===== config.mk =====
export PLATFORM = sky130hd
export DESIGN_NAME = multicore_in_feeder
export DESIGN_NICKNAME = d
export VERILOG_FILES = /design/src/rtl/multicore_pkg.sv /design/src/rtl/multicore_rr_arb.sv /design/src/rtl/multicore_in_feeder.sv
export SDC_FILE = /design/constraint.sdc
export NUM_CORES = 1
export LEC_CHECK = 0
export BUFFER_PORTS_ARGS = -buffer_cell sky130_fd_sc_hd__buf_4
export CELL_PAD_IN_SITES_DETAIL_PLACEMENT = 0
export CELL_PAD_IN_SITES_GLOBAL_PLACEMENT = 1
export CORE_ASPECT_RATIO = 0.8
export CORE_MARGIN = 10
export CORE_UTILIZATION = 40
export CTS_CLUSTER_DIAMETER = 150
export CTS_CLUSTER_SIZE = 10
export DETAILED_ROUTE_END_ITERATION = 16
export PLACE_DENSITY_LB_ADDON = 0.12
export RECOVER_POWER = 25
export SLEW_MARGIN = 20
export SYNTH_ARGS = -nofsm -noshare
export SYNTH_HDL_FRONTEND = slang
export SYNTH_SLANG_ARGS = --single-unit

===== constraint.sdc =====
create_clock -name clk -period 7.9 [get_ports clk]
set_input_delay 0.79 -clock clk [delete_from_list [all_inputs] [get_ports clk]]
set_output_delay 0.79 -clock clk [all_outputs]
set_load 0.02 [all_outputs]

===== src/rtl/multicore_pkg.sv =====
// ---------------------------------------------------------------------------
// multicore_pkg
// Shared definitions for the multicore input feeder and output collector.
// Holds the core-array dimensions, the idle request code and the FSM
// state encoding, so both sides of the core array agree on them.
// No ports (package).
// ---------------------------------------------------------------------------
package multicore_pkg;

    localparam int N_CORES     = 27;
    localparam int DATA_W      = 19;
    localparam int REQ_W       = 4;
    localparam int IO_OUT_W    = 28;
    localparam int RST_STAGGER = 15;

    // A core with this request code is not asking for anything.
    localparam logic [REQ_W-1:0] REQ_IDLE = '0;

    typedef logic [1:0] feeder_state_t;

    localparam feeder_state_t ST_IDLE  = 2'd0;
    localparam feeder_state_t ST_ISSUE = 2'd1;
    localparam feeder_state_t ST_COOL  = 2'd2;

endpackage


===== src/rtl/multicore_rr_arb.sv =====
// ---------------------------------------------------------------------------
// multicore_rr_arb
// Combinational round-robin pick: returns the first asserted request at or
// above rr_ptr, wrapping past N-1 back to 0.
// Ports:
//   req_valid  in   N        qualified requests
//   rr_ptr     in   IDX_W    search start, always < N
//   any        out  1        at least one request asserted
//   idx        out  IDX_W    index of the picked request (0 when none)
// ---------------------------------------------------------------------------
module multicore_rr_arb #(
    parameter int N     = 27,
    parameter int IDX_W = $clog2(N)
) (
    input  logic [N-1:0]     req_valid,
    input  logic [IDX_W-1:0] rr_ptr,
    output logic             any,
    output logic [IDX_W-1:0] idx
);

    // rr_ptr never exceeds N-1, so a single conditional subtract is enough
    // to fold the candidate index back into range without a divider.
    always_comb begin : pick
        int cand;
        any  = 1'b0;
        idx  = '0;
        cand = 0;
        for (int k = 0; k < N; k++) begin
            cand = int'(rr_ptr) + k;
            if (cand >= N) cand = cand - N;
            if (!any && req_valid[cand]) begin
                any = 1'b1;
                idx = IDX_W'(cand);
            end
        end
    end

endmodule


===== src/rtl/multicore_in_feeder.sv =====
// ---------------------------------------------------------------------------
// multicore_in_feeder
// Buffers the upstream sample stream in a small FIFO and hands samples one
// at a time to the rede_taylor cores that request them, choosing between
// cores round-robin. Each sample goes to exactly one core.
// Ports:
//   clk       in   1               clock, posedge
//   rst       in   1               synchronous active-high reset
//   s_valid   in   1               upstream sample valid
//   s_data    in   DATA_W          upstream sample (signed)
//   s_ready   out  1               FIFO not full
//   req_flat  in   N_CORES*REQ_W   per-core request codes, 0 = idle
//   io_in     out  DATA_W          sample bus shared by all cores
//   io_grant  out  N_CORES         one-hot grant, valid for one cycle
//   io_tag    out  REQ_W           request code of the granted core
//   ovf       out  1               sticky: push attempted while full
//   n_served  out  CNT_W           samples delivered since reset (wraps)
// ---------------------------------------------------------------------------
module multicore_in_feeder
    import multicore_pkg::*;
#(
    parameter int N_CORES    = multicore_pkg::N_CORES,
    parameter int DATA_W     = multicore_pkg::DATA_W,
    parameter int REQ_W      = multicore_pkg::REQ_W,
    parameter int FIFO_DEPTH = 16,
    parameter int CNT_W      = 16
) (
    input  logic                      clk,
    input  logic                      rst,
    input  logic                      s_valid,
    input  logic signed [DATA_W-1:0]  s_data,
    output logic                      s_ready,
    input  logic [N_CORES*REQ_W-1:0]  req_flat,
    output logic signed [DATA_W-1:0]  io_in,
    output logic [N_CORES-1:0]        io_grant,
    output logic [REQ_W-1:0]          io_tag,
    output logic                      ovf,
    output logic [CNT_W-1:0]          n_served
);

    localparam int AW    = $clog2(FIFO_DEPTH);
    localparam int IDX_W = $clog2(N_CORES);

    logic signed [DATA_W-1:0] mem [FIFO_DEPTH];
    logic [AW:0]              wr_ptr;
    logic [AW:0]              rd_ptr;
    logic                     full;
    logic                     empty;
    logic                     push;
    logic                     pop;
    logic signed [DATA_W-1:0] head;

    feeder_state_t            state;
    logic [IDX_W-1:0]         rr_ptr;
    logic [IDX_W-1:0]         win_idx;
    logic [N_CORES-1:0]       mask;
    logic [N_CORES-1:0]       mask_next;
    logic [N_CORES-1:0]       req_valid;
    logic                     arb_any;
    logic [IDX_W-1:0]         arb_idx;
    logic [REQ_W-1:0]         arb_code;

    // Pointers carry one extra wrap bit so full and empty are distinguishable.
    assign full    = (wr_ptr[AW] != rd_ptr[AW]) && (wr_ptr[AW-1:0] == rd_ptr[AW-1:0]);
    assign empty   = (wr_ptr == rd_ptr);
    assign s_ready = !full;
    assign push    = s_valid && !full;
    assign pop     = (state == ST_ISSUE);
    assign head    = mem[rd_ptr[AW-1:0]];
    assign arb_code = req_flat[arb_idx*REQ_W +: REQ_W];

    // A core is eligible when it shows a non-idle code and has not just been
    // served while still holding that same request. The mask bit is dropped
    // as soon as the core's code reads idle; the winner is only masked when
    // it is still requesting at grant time.
    always_comb begin
        req_valid = '0;
        mask_next = mask;
        for (int i = 0; i < N_CORES; i++) begin
            req_valid[i] = (req_flat[i*REQ_W +: REQ_W] != '0) && !mask[i];
            if (req_flat[i*REQ_W +: REQ_W] == '0) mask_next[i] = 1'b0;
        end
        if (state == ST_ISSUE)
            mask_next[win_idx] = (req_flat[win_idx*REQ_W +: REQ_W] != '0);
    end

    multicore_rr_arb #(
        .N     (N_CORES),
        .IDX_W (IDX_W)
    ) u_arb (
        .req_valid (req_valid),
        .rr_ptr    (rr_ptr),
        .any       (arb_any),
        .idx       (arb_idx)
    );

    // Sample storage needs no reset: emptiness is tracked by the pointers.
    always_ff @(posedge clk) begin
        if (push) mem[wr_ptr[AW-1:0]] <= s_data;
    end

    // FIFO pointers, overflow flag, arbitration FSM and the output bus.
    // The grant, tag and sample are loaded together on the IDLE->ISSUE edge
    // so they are stable for the whole ISSUE cycle; io_in and io_tag then
    // simply hold until the next grant.
    always_ff @(posedge clk) begin
        if (rst) begin
            wr_ptr   <= '0;
            rd_ptr   <= '0;
            ovf      <= 1'b0;
            state    <= ST_IDLE;
            rr_ptr   <= '0;
            win_idx  <= '0;
            mask     <= '0;
            io_in    <= '0;
            io_grant <= '0;
            io_tag   <= '0;
            n_served <= '0;
        end else begin
            if (push) wr_ptr <= wr_ptr + 1'b1;
            if (pop)  rd_ptr <= rd_ptr + 1'b1;
            if (s_valid && full) ovf <= 1'b1;
            mask <= mask_next;

            case (state)
                ST_IDLE: begin
                    if (!empty && arb_any) begin
                        win_idx  <= arb_idx;
                        io_in    <= head;
                        io_tag   <= arb_code;
                        io_grant <= {{(N_CORES-1){1'b0}}, 1'b1} << arb_idx;
                        state    <= ST_ISSUE;
                    end
                end
                ST_ISSUE: begin
                    n_served <= n_served + 1'b1;
                    rr_ptr   <= (win_idx == IDX_W'(N_CORES-1)) ? '0 : win_idx + 1'b1;
                    io_grant <= '0;
                    state    <= ST_COOL;
                end
                ST_COOL: begin
                    state <= ST_IDLE;
                end
                default: begin
                    io_grant <= '0;
                    state    <= ST_IDLE;
                end
            endcase
        end
    end

endmodule


## After elaboration in Yosys (flattened, before gate mapping)

Memories as Yosys holds them, arrays and structs flattened. A register that Yosys moved wholly into a read port is not among the register bits.
Cells that the tools add are included.

- Add/subtract/negate cells: 57
- Order comparisons: 56
- Equality and inequality tests: 7
- Shift-type cells: 3
- Mux-type cells: 200
- Bitwise operators: 1
- Reduce and logical (&&, ||, !) cells: 171

Operator list:

| kind | count |
|---|---|
| $lt A32 B7 Y1 const B | 27 |
| $mux W32 | 27 |
| $ge A32 B6 Y1 const B | 26 |
| $sub A32 B6 Y32 const B | 26 |
| $shiftx A108 B8 Y4 | 2 |
| $mux W5 | 28 |
| $bmux W1 S5 | 27 |
| $reduce_bool A4 Y1 | 28 |
| $mux W1 | 111 |
| $logic_not A4 Y1 | 27 |
| $add A5 B5 Y6 const B | 11 |
| $logic_and A1 B1 Y1 | 58 |
| $logic_not A1 Y1 | 55 |
| $mux W27 | 2 |
| $pmux W27 S2 | 1 |
| $add A5 B4 Y6 const B | 8 |
| $bwmux W27 | 1 |
| $shl A1 B5 Y27 const A | 1 |
| $add A5 B3 Y6 const B | 4 |
| $add A16 B1 Y16 const B | 1 |
| $add A5 B1 Y5 const B | 3 |
| $add A5 B2 Y6 const B | 2 |
| $add A5 B1 Y6 const B | 1 |
| $lt A5 B6 Y1 const B | 1 |
| 16 further kinds | 17 |

- Bits in registers: 97
- RAM bits: 304
- Output and inout bits: 68
- Logic and storage cells: 506
- Memories kept: 1

Memories:

| name | depth | bits a word | read ports | clocked after memory_dff | wr ports | RTL line | source |
|---|---|---|---|---|---|---|---|
| mem | 16 | 19 | 1 | 1 | 1 | multicore_in_feeder.sv:44 | `logic signed [DATA_W-1:0] mem [FIFO_DEPTH];` |

## Longest topological paths before layout

- Word-level depth: 87
- Mapped depth: 36
- Depth with buffers taken out: 22

## Hierarchy

From an unflattened synthesis, not the netlist that was laid out.

- Cells, all modules: 3772
- Area total of the unflattened synthesis: 35660.5 µm²

Modules (own cells, without submodules):

| module | instances | cells an instance | area each (µm²) |
|---|---|---|---|
| multicore_in_feeder | 1 | 1178 | 17892.2 |
| multicore_rr_arb | 1 | 2594 | 17768.3 |

## Least setup slack after synthesis

OpenSTA, ideal clock, no wires.

- Path type: register to register
- Start point: register rr_ptr[2]
- End point: register io_tag[3]
- Setup time: 0.138 ns
- Arrival: 7.084 ns
- Slack: 0.678 ns
- Stages on the path, launching flop included: 30
- Path buffers: 8
- Clock period less this slack: 7.222 ns
- Cells stage by stage: dfxtp_1 > buf_4 > buf_4 > buf_6 > buf_4 > inv_2 > buf_1 > ha_1 > a21o_1 > fa_1 > a31oi_1 > xnor2_1 > clkbuf_1 > nor2_1 > a21oi_1 > mux4_2 > mux2i_1 > a21o_1 > or4b_1 > buf_2 > or4_4 > buf_6 > or3_4 > o221a_1 > o21a_4 > nand2_4 > mux2_2 > o2111a_1 > o31ai_1 > a41oi_1

- Longest elaborated chain between the ends: 86
- Elaborated cells on any way between the ends: 297
- Those cells by class: add/sub (53); order compare (27); shift (1); mux (162); reduce/logical (54)

RTL lines:

| what | RTL line | source |
|---|---|---|
| start: declaration | multicore_in_feeder.sv:54 | `logic [IDX_W-1:0] rr_ptr;` |
| start signal: assignment | multicore_in_feeder.sv:137 | `rr_ptr <= (win_idx == IDX_W'(N_CORES-1)) ? '0 : win_idx + 1'b1;` |
| parallel branches: the longest is 86 deep, another holds $sub A32 B6 Y32 | - |  |
| end signal: assignment | multicore_in_feeder.sv:130 | `io_tag <= arb_code;` |
| end: declaration | multicore_in_feeder.sv:36 | `output logic [REQ_W-1:0] io_tag,` |

Several ways; the timed one is not identified. The select of a mux whose other input is x is not followed.
A chain may end at the register's enable or synchronous reset.

## Worst setup path in the final report

- Start point: register rr_ptr[4]
- End point: register io_tag[1]

Same word-level chain as after synthesis.

==> results.ini <==
[setup_path]
cp-end-kind = register
start_kind = register
critPathMaxFanout = 16
cp.required_ps = 8440
timing.rr.start = rr_ptr[4]$_SDFFE_PP0N_
path_class = register to register
worstPathArrival_ps = 8460
worstSetupStartpoint = rr_ptr[4]$_SDFFE_PP0N_
reg2reg_depth = 23

[floorplan]
core.rowCount = 98
start_util_pct = 40.2
die_w_um = 355
pin_count = 198
coreArea_um2 = 89100
die_area_um2 = 102000
die_y_um = 288

[sta]
slew_headroom_pct = 8.95
setup_tns_ps = -27.7
rsz0062_at_grt = false
setup_slack_ps = -18.4
finalCriticalPeriod_ps = 7920
hold_slack_ps = 462
fin_skew_ps = 75.8
fmaxAchievable_ghz = 0.126
tightestPinTransition_ps = 1360
hold_viol = 0
finalCritPeriodShare_pct = 100
setup_viol = 3
finalMaxSlewViolations = 0

[synthesis]
synth_fp_nets = 4041
synthFlopType = edfxtp_1
synth_edf_count = 304
synth_top_family_by_area = compound AO/OA/AOI/OAI gates
synth_xor_area_share_pct = 3.04
synth_compound_area_share_pct = 24.9
synth_top_area_share_pct = 25.5
ys_ff_latch = 420
ys_warn_count = 0
synthCells = 3875
syn_area_per_cell_um2 = 9.25
synth-seq-area-share_pct = 31.9
async_flop_share_pct = 0
yosys.area_share.adder_pct = 1.31
ys_types = 134
synthSimpleGateAreaFrac_pct = 18.0
synth_area_leaders = edfxtp_1, mux4_2, dfxtp_1, mux2i_1, nor2_1
synth_top_area_cell = edfxtp_1
synth.cell_area_um2 = 35800
synthMuxAreaShare_pct = 16.0

[power]
power_density_nw_per_um2 = 272
ir_drop_mv = 0.174
leakage_uw = 0.0145

[grt]
grt_use_total_pct = 37.3
grt_overflow_total = 0
grt_pass1_wl_um = 275000
antenna_found_initial = 19
grt_max_degree = 78
grt_pass1_vias = 34600

[min_path]
min_from = s_valid
whs_path_depth = 3
hp-class = input port to register

[route]
ant_nets = 0
drt_wl_total_um = 199000
post-route-drc-count = 0
dr_total_vias = 37600
first_pass_iters = 6
drt_iter0_markers = 5710
vias_per_cell = 6.98
wl_per_cell_um = 37.1

[clock_tree]
cts_buffers = 48
path_clk_slew_ps = 70
cts_root_buffer = clkbuf_16
clock_latency_ps = 650
cts_tree = done
clockBufferDepth = 3
clock_sinks = 420
cts_max_level = 2
postCtsSetupBuffers = 0

[placed_design]
place_congestion = 1.08
port_buffers = 197
hpwl_um = 148000
place_ws_ps = 195

[status]
violations = negative setup slack
status = finished, violations left

[cells_and_area]
final_common_cell = buf_4
syn_to_final_growth_pct = 16.0
fillers = 8585
mostFrequentLayoutCells = buf_4, nor2_1, edfxtp_1
finalCoreUtilization_pct = 46.7
fin_nets = 4299
drive_gt1_share_pct = 22.7

[job]
cap_violations = 0

==> routing by layer <==
metal	wire length, um	GRT usage [%]
met1	83800	52.2
met2	78200	50.5
met3	28100	14.9
met4	9130	14.8
met5	210	0.238
==> cells by family after synthesis <==
| logic type | Yosys count |
|---|---|
| and+or+nand+nor | 1292 |
| DFF | 420 |
| adders and majority gates | 37 |
| buffers and inverters | 378 |
| muxes | 392 |
| xor gates and xnor gates | 109 |
| AOI/OAI and AO/OA | 1247 |
==> layout make-up <==
type	count	area (um^2)	area share, %
Timing Repair Buffer	548	4170	10.0
Multi-Input combinational cell	3077	22800	54.9
Clock inverter	4	98.8	0.238
Tap cell	1200	1500	3.61
Clock buffer	82	1340	3.22
Sequential cell	420	11500	27.6
Antenna cell	9	22.5	0.0542
Inverter	38	144	0.346
==> path summary, 6_finish.rpt <==
check,to,slack [ps]
setup / recovery,io_tag[1]$_SDFFE_PP0P_,-20
hold / removal,ovf$_SDFFE_PP0P_,460
setup reg to reg,io_tag[1]$_SDFFE_PP0P_,-20
hold reg to reg,ovf$_SDFFE_PP0P_,470
==> state kept, by name (all words and copies together) (netlist names) <==
name and count:
io_grant 27, io_in 19, io_tag 4, mask 27, mem 304, n_served 16
ovf 1, rd_ptr 5, rr_ptr 5, state 2, win_idx 5, wr_ptr 5
==> where the power goes <==
part	total [uW]	leakage, uW	internal (uW)	switching [uW]
Sequential	2570	0.00369	2450	123
Combinational	6690	0.0101	2240	4450
Clock	2070	0.000677	1160	911
==> critical path, stage by stage, from the launching register on <==
cell	delay, ps
dfxtp_4	500
inv_2	370
ha_1	850
a21o_1	640
nor2_1	190
a211o_1	620
a211oi_1	340
a211oi_1	100
nor4_2	390
a22oi_1	330
buf_4	280
nor4_1	370
buf_4	220
nand4_1	110
buf_4	200
o32a_1	220
nor4b_1	160
buf_4	160
a211oi_1	540
nor2_1	380
nor2_1	350
o211ai_1	140
a21o_1	210
a41oi_1	140
==> timing repair <==
action,4_1_cts,5_1_grt
gates resized for setup,0,12
hold endpoints to repair,0,0
hold buffers,0,0
setup endpoints to repair,0,31
==> per-stage QoR <==
stage / instance area (um^2) / cells / total power [uW]
after detailed placement: 40100 / 5283 / 8950
final: 41600 / 5378 / 11300
after global placement: 40100 / 5283 / 9020
after global routing: 41600 / 5370 / 11700
after floorplan: 35800 / 3875 / 6450
after CTS: 41600 / 5369 / 11000
==> cells in the mapped netlist (all sizes together) (34+ instances only) <==
| library cell | n |
|---|---|
| mux4 | 141 |
| ha | 35 |
| a22oi | 45 |
| nand2 | 264 |
| nor4 | 56 |
| nor3 | 136 |
| o2111ai | 34 |
| o22ai | 44 |
| mux2i | 224 |
| a21oi | 223 |
| nand3 | 143 |
| xnor2 | 84 |
| buf | 147 |
| edfxtp | 304 |
| nor2 | 378 |
| clkbuf | 193 |
| o211ai | 82 |
| dfxtp | 116 |
| nor2b | 35 |
| or2 | 47 |
| a31oi | 55 |
| a21o | 41 |
| o21ai | 223 |
| inv | 35 |
| a211oi | 113 |
| nand4 | 37 |
Power figures use the tool's default switching activity.
